===== src/rtl/pr_region_decouple_ctrl.sv =====
// Partial-reconfiguration sequencer for the PR_NORTH region.
// Snoops the RM's AXI-MM master and AXI-Lite slave channels and counts
// outstanding transactions. On a host request it drains traffic, isolates
// the RM and holds it in reset while ICAP reloads. It then resets the new
// RM and re-attaches it.
// Ports:
//   axi_clk, axi_reset_n  - clock, async active-low reset
//   pr_req                - host level: 1 = reconfigure, 0 = reload done
//   mm_* / lite_*         - handshake snoop inputs
//   gate_new, decouple    - decoupler controls
//   rm_reset_n, pr_ready  - RM reset, ICAP go
//   state                 - 0 RUN, 1 DRAIN, 2 DECOUPLED, 3 RESET_RM
//   timeout_flag, proto_err, pr_count - sticky status and cycle count
module pr_region_decouple_ctrl #(
   parameter int unsigned TIMEOUT_CYCLES = 65536,
   parameter int unsigned RESET_CYCLES   = 32,
   parameter int unsigned CNT_W          = 8
) (
   input  logic        axi_clk,
   input  logic        axi_reset_n,
   input  logic        pr_req,
   input  logic        mm_awvalid,
   input  logic        mm_awready,
   input  logic        mm_bvalid,
   input  logic        mm_bready,
   input  logic        mm_arvalid,
   input  logic        mm_arready,
   input  logic        mm_rvalid,
   input  logic        mm_rready,
   input  logic        mm_rlast,
   input  logic        lite_awvalid,
   input  logic        lite_awready,
   input  logic        lite_bvalid,
   input  logic        lite_bready,
   input  logic        lite_arvalid,
   input  logic        lite_arready,
   input  logic        lite_rvalid,
   input  logic        lite_rready,
   output logic        gate_new,
   output logic        decouple,
   output logic        rm_reset_n,
   output logic        pr_ready,
   output logic [1:0]  state,
   output logic        timeout_flag,
   output logic        proto_err,
   output logic [15:0] pr_count
);

   localparam int unsigned TMO_W = (TIMEOUT_CYCLES > 1) ? $clog2(TIMEOUT_CYCLES) : 1;
   localparam int unsigned RST_W = (RESET_CYCLES > 1) ? $clog2(RESET_CYCLES) : 1;
   localparam int unsigned TMR_W = (TMO_W > RST_W) ? TMO_W : RST_W;
   localparam int unsigned NCNT  = 4;

   typedef enum logic [1:0] {
      ST_RUN       = 2'd0,
      ST_DRAIN     = 2'd1,
      ST_DECOUPLED = 2'd2,
      ST_RESET_RM  = 2'd3
   } state_e;

   state_e             state_q, state_d;
   logic [TMR_W-1:0]   timer_q, timer_d;
   logic [CNT_W-1:0]   cnt_q [NCNT];
   logic [CNT_W-1:0]   cnt_d [NCNT];
   logic [NCNT-1:0]    inc, dec;
   logic               cnt_err, all_idle, clr_cnt;
   logic               tflag_q, tflag_d, perr_q, perr_d;
   logic [15:0]        prc_q, prc_d;
   logic               gate_q, gate_d, dcpl_q, dcpl_d;
   logic               rstn_q, rstn_d, rdy_q, rdy_d;

   // Request/response handshakes: mm_wr, mm_rd, lite_wr, lite_rd
   assign inc = {lite_arvalid & lite_arready, lite_awvalid & lite_awready,
                 mm_arvalid & mm_arready,     mm_awvalid & mm_awready};
   assign dec = {lite_rvalid & lite_rready,   lite_bvalid & lite_bready,
                 mm_rvalid & mm_rready & mm_rlast, mm_bvalid & mm_bready};

   // Saturating outstanding counters; under/overflow is a protocol error
   always_comb begin
      cnt_err  = 1'b0;
      all_idle = 1'b1;
      for (int i = 0; i < NCNT; i++) begin
         cnt_d[i] = cnt_q[i];
         if (inc[i] && !dec[i]) begin
            if (cnt_q[i] == {CNT_W{1'b1}}) cnt_err = 1'b1;
            else                           cnt_d[i] = cnt_q[i] + CNT_W'(1);
         end else if (dec[i] && !inc[i]) begin
            if (cnt_q[i] == '0) cnt_err = 1'b1;
            else                cnt_d[i] = cnt_q[i] - CNT_W'(1);
         end
         if (cnt_d[i] != '0) all_idle = 1'b0;
      end
   end

   // Next-state and registered-output decode
   always_comb begin
      state_d = state_q;
      timer_d = timer_q + TMR_W'(1);
      tflag_d = tflag_q;
      perr_d  = perr_q | cnt_err;
      prc_d   = prc_q;
      clr_cnt = 1'b0;
      case (state_q)
         ST_RUN: begin
            timer_d = '0;
            if (pr_req) begin
               state_d = ST_DRAIN;
               tflag_d = 1'b0;
               perr_d  = cnt_err;
            end
         end
         ST_DRAIN: begin
            if (all_idle) begin
               state_d = ST_DECOUPLED;
               timer_d = '0;
            end else if (timer_q == TMR_W'(TIMEOUT_CYCLES - 1)) begin
               state_d = ST_DECOUPLED;
               tflag_d = 1'b1;
               timer_d = '0;
            end
         end
         ST_DECOUPLED: begin
            timer_d = '0;
            if (!pr_req) begin
               state_d = ST_RESET_RM;
               clr_cnt = 1'b1;
            end
         end
         ST_RESET_RM: begin
            if (timer_q == TMR_W'(RESET_CYCLES - 1)) begin
               state_d = ST_RUN;
               timer_d = '0;
               prc_d   = prc_q + 16'd1;
            end
         end
         default: begin
            state_d = ST_RUN;
            timer_d = '0;
         end
      endcase
      gate_d = (state_d != ST_RUN);
      dcpl_d = (state_d == ST_DECOUPLED) || (state_d == ST_RESET_RM);
      rstn_d = (state_d == ST_RUN);
      rdy_d  = (state_d == ST_DECOUPLED);
   end

   always_ff @(posedge axi_clk or negedge axi_reset_n) begin
      if (!axi_reset_n) begin
         state_q <= ST_RUN;
         timer_q <= '0;
         for (int i = 0; i < NCNT; i++) cnt_q[i] <= '0;
         tflag_q <= 1'b0;
         perr_q  <= 1'b0;
         prc_q   <= '0;
         gate_q  <= 1'b0;
         dcpl_q  <= 1'b0;
         rstn_q  <= 1'b0;
         rdy_q   <= 1'b0;
      end else begin
         state_q <= state_d;
         timer_q <= timer_d;
         for (int i = 0; i < NCNT; i++) cnt_q[i] <= clr_cnt ? '0 : cnt_d[i];
         tflag_q <= tflag_d;
         perr_q  <= perr_d;
         prc_q   <= prc_d;
         gate_q  <= gate_d;
         dcpl_q  <= dcpl_d;
         rstn_q  <= rstn_d;
         rdy_q   <= rdy_d;
      end
   end

   assign gate_new     = gate_q;
   assign decouple     = dcpl_q;
   assign rm_reset_n   = rstn_q;
   assign pr_ready     = rdy_q;
   assign state        = state_q;
   assign timeout_flag = tflag_q;
   assign proto_err    = perr_q;
   assign pr_count     = prc_q;

endmodule


===== config.mk =====
export PLATFORM = sky130hd
export DESIGN_NAME = pr_region_decouple_ctrl
export DESIGN_NICKNAME = d
export VERILOG_FILES = /design/src/rtl/pr_region_decouple_ctrl.sv
export SDC_FILE = /design/constraint.sdc
export NUM_CORES = 1
export LEC_CHECK = 0
export ABC_CLOCK_PERIOD_IN_PS = 9400
export BUFFER_PORTS_ARGS = -buffer_cell sky130_fd_sc_hd__clkbuf_2
export CAP_MARGIN = 20
export CORE_MARGIN = 2
export CORE_UTILIZATION = 40
export DETAILED_ROUTE_END_ITERATION = 10
export GPL_TIMING_DRIVEN = 0
export PLACE_DENSITY = 0.55
export SETUP_SLACK_MARGIN = 0.02
export SLEW_MARGIN = 0
export SYNTH_ARGS = -nofsm -noshare
export SYNTH_HDL_FRONTEND = slang
export SYNTH_SLANG_ARGS = --single-unit

===== constraint.sdc =====
create_clock -name axi_clk -period 9.4 [get_ports axi_clk]
set_input_delay 1.88 -clock axi_clk [delete_from_list [all_inputs] [get_ports axi_clk]]
set_output_delay 1.88 -clock axi_clk [all_outputs]
set_load 0.02 [all_outputs]

==> results.toml <==
[cts]
numCtsBuffers = 9
clk_latency_ns = 0.33
htree_levels = 3
clockBufferDepth = 2
post-cts-setup-buffer-count = 0
root_buffer = "clkbuf_16"
clkSinkCount = 72
cts_resized = 0
clkTransAtPathRegs_ns = 0.06
tritoncts = "built"
cts.hold.buffers_added = 0

[timing]
maxSlewViolCount = 0
maxSlewHeadroom_pct = 39.1
fin_setup_tns_ns = 0
worstMarginPinSlew_ns = 0.906
hold_viol_final = 0
max_freq_ghz = 0.207
setup_viol = 0
grt_setup_unrepaired = "false"
clock_skew_ns = 0.00568
period_needed_ns = 4.83
fin_crit_sh_pct = 51.3

[worst_setup_path]
critPathKind = "in -> reg"
cp-end-kind = "flop"
rr_worst_depth = 10
cp.required_ns = 9.60
arrival_ns = 5.02
r2r-start = "cnt_q[3]$_DFF_PN0_"
critPathLaunchType = "primary input"
rrSetupSlack_ns = 5.63
r2r-end = "timer_q[15]$_DFF_PN0_"
crit_path_max_fanout = 10

[placement]
port_buffers = 43
dp_hpwl_um = 9210
postPlaceCellArea_um2 = 5300
gp_congestion = 0.900

[floorplan]
core_um2 = 12000
die_w_um = 114
rows = 40
die_h_um = 114
initial_core_util_pct = 40.8
ios = 44
die_area_um2 = 13100

[global_routing]
grt_usage_pct = 19.7
grt_max_degree = 44
first_global_vias = 4203
grt-ovfl-total = 0
antenna_found_initial = 1
grt_first_pass_wirelength_um = 20700

[worst_hold_path]
hold_path_depth = 1
min-delay-start = "pr_count[15]$_DFFE_PN0P_"
min_path_type = "reg -> reg"
worstHoldEndpoint = "pr_count[15]$_DFFE_PN0P_"

[detailed_routing]
drt_pass1_iterations = 4
drc = 0
drt_iter0_drc = 320
vias = 4510
routed_wl_um = 12300
routed_via_density = 5.82
ant_nets = 0
post_drt_wl_per_cell_um = 15.9

[synthesis]
synth_nets = 599
synthArstFlopShare_pct = 100
synth_warnings = 0
synth_most_common_cell = "dfrtp_1"
synth_cells = 569
ys_types = 74
ys_ff_latch = 72
synth_largest_area_cell = "dfrtp_1"
avgSynthCellArea_um2 = 8.58
synth.top_cell.area_share_pct = 36.9
ys_seq_area_share_pct = 36.9
ys.flop_type = "dfrtp_1"
synthesis.area_um2 = 4880
synth_area_leaders = "dfrtp_1 37%, nor2_1 5.3%, xnor2_1 4.5%, nand2_1 3.7%, nand3_1 3.5%"
synth-edff-count = 0
synth_commonest_cells = "72 x dfrtp_1, 69 x nor2_1, 48 x nand2_1"

[power_and_ir_drop]
cellPowerDensity_nw_per_um2 = 256
ir_drop_v = 0.0000950
leakagePower_nw = 2.39

[final_layout]
diodes = 0
design_area_um2 = 5600
nNetsFinal = 654
layout-drive-gt1-share_pct = 14.0
final_util_pct = 46.8
area_growth_syn_to_layout_pct = 14.7

[outcome]
outcome = "finished clean"

[flow_run]
drv_cap = 0
[final cells by class]
class | count | area, µm²
Fill cell | 1214 | 6360
Tap cell | 147 | 184
Buffer | 27 | 143
Multi-Input combinational cell | 446 | 2850
Clock inverter | 4 | 55.1
Clock buffer | 11 | 243
Inverter | 24 | 90.1
Timing Repair Buffer | 44 | 238
Sequential cell | 72 | 1800
[critical path, stage by stage]
cell      delay (ns)
clkbuf_2        0.08
and2_1          0.14
clkbuf_1        0.20
nor3_2          0.34
nand2b_1        0.08
mux4_2          0.48
or4_1           0.52
or4_4           0.56
nor4_4          0.31
buf_2           0.31
nor3_1          0.09
[flip-flops by register name, summed over array words and instances (netlist names)]
name and flops:
cnt_q 32, proto_err 1, pr_ready 1, rm_reset_n 1
timeout_flag 1, state 2, gate_new 1, decouple 1
timer_q 16, pr_count 16
[report_power, final]
| part | switching [W] | total (W) | internal, W |
|---|---|---|---|
| Sequential | 0.000101 | 0.000499 | 0.000398 |
| Clock | 0.000133 | 0.000345 | 0.000212 |
| Combinational | 0.000344 | 0.000591 | 0.000246 |
| Total | 0.000578 | 0.00143 | 0.000857 |
[worst max-delay path by stage]
stage | from | to | cells after the start
after CTS | lite_bvalid | timer_q[15]$_DFF_PN0_ | 11
after floorplan | lite_bvalid | timer_q[13]$_DFF_PN0_ | 10
after detailed placement | lite_bvalid | timer_q[15]$_DFF_PN0_ | 11
after global routing | lite_bvalid | timer_q[7]$_DFF_PN0_ | 10
after global placement | lite_bvalid | timer_q[14]$_DFF_PN0_ | 11
final | lite_bvalid | timer_q[15]$_DFF_PN0_ | 11
[through the flow]
step                setup WS, ns  power [W]  hold slack, ns  cells
global placement            4.24    0.00108           0.464    759
finish                      4.57    0.00143           0.481    775
detailed placement          4.22    0.00109           0.472    760
floorplan                   4.75   0.000934           0.463    569
CTS                         4.57    0.00144           0.486    775
global route                4.39    0.00155           0.517    775
[cells in the final DEF (no fill, tap or decap), types with 10 or more instances in the layout]
cell type  count
nand2_1       48
inv_1         24
clkbuf_1      18
nor2_1        69
ha_1          10
xor2_1        12
nor3_1        33
nor4_1        10
o21ai_0       18
and3_1        16
dfrtp_1       72
nand4_1       21
clkbuf_2      43
a311oi_1      11
xnor2_1       25
nand3_1       34
[kinds of logic after synthesis]
group,share of synthesized area (%)
and+or+nand+nor,32.5
DFF,36.9
buffers and inverters,4.77
muxes,1.54
AOI/OAI and AO/OA,15.1
xor gates and xnor gates,6.64
adders and majority gates,2.56
[per-layer routing]
layer,up-vias,global-route usage [%],share of wire [%]
li1,2206,-,-
met1,2168,27.9,49
met2,122,30.5,45
met3,14,3.76,4.1
met4,0,6.26,1.4
met5,-,0,0
Power figures use the tool's default switching activity.
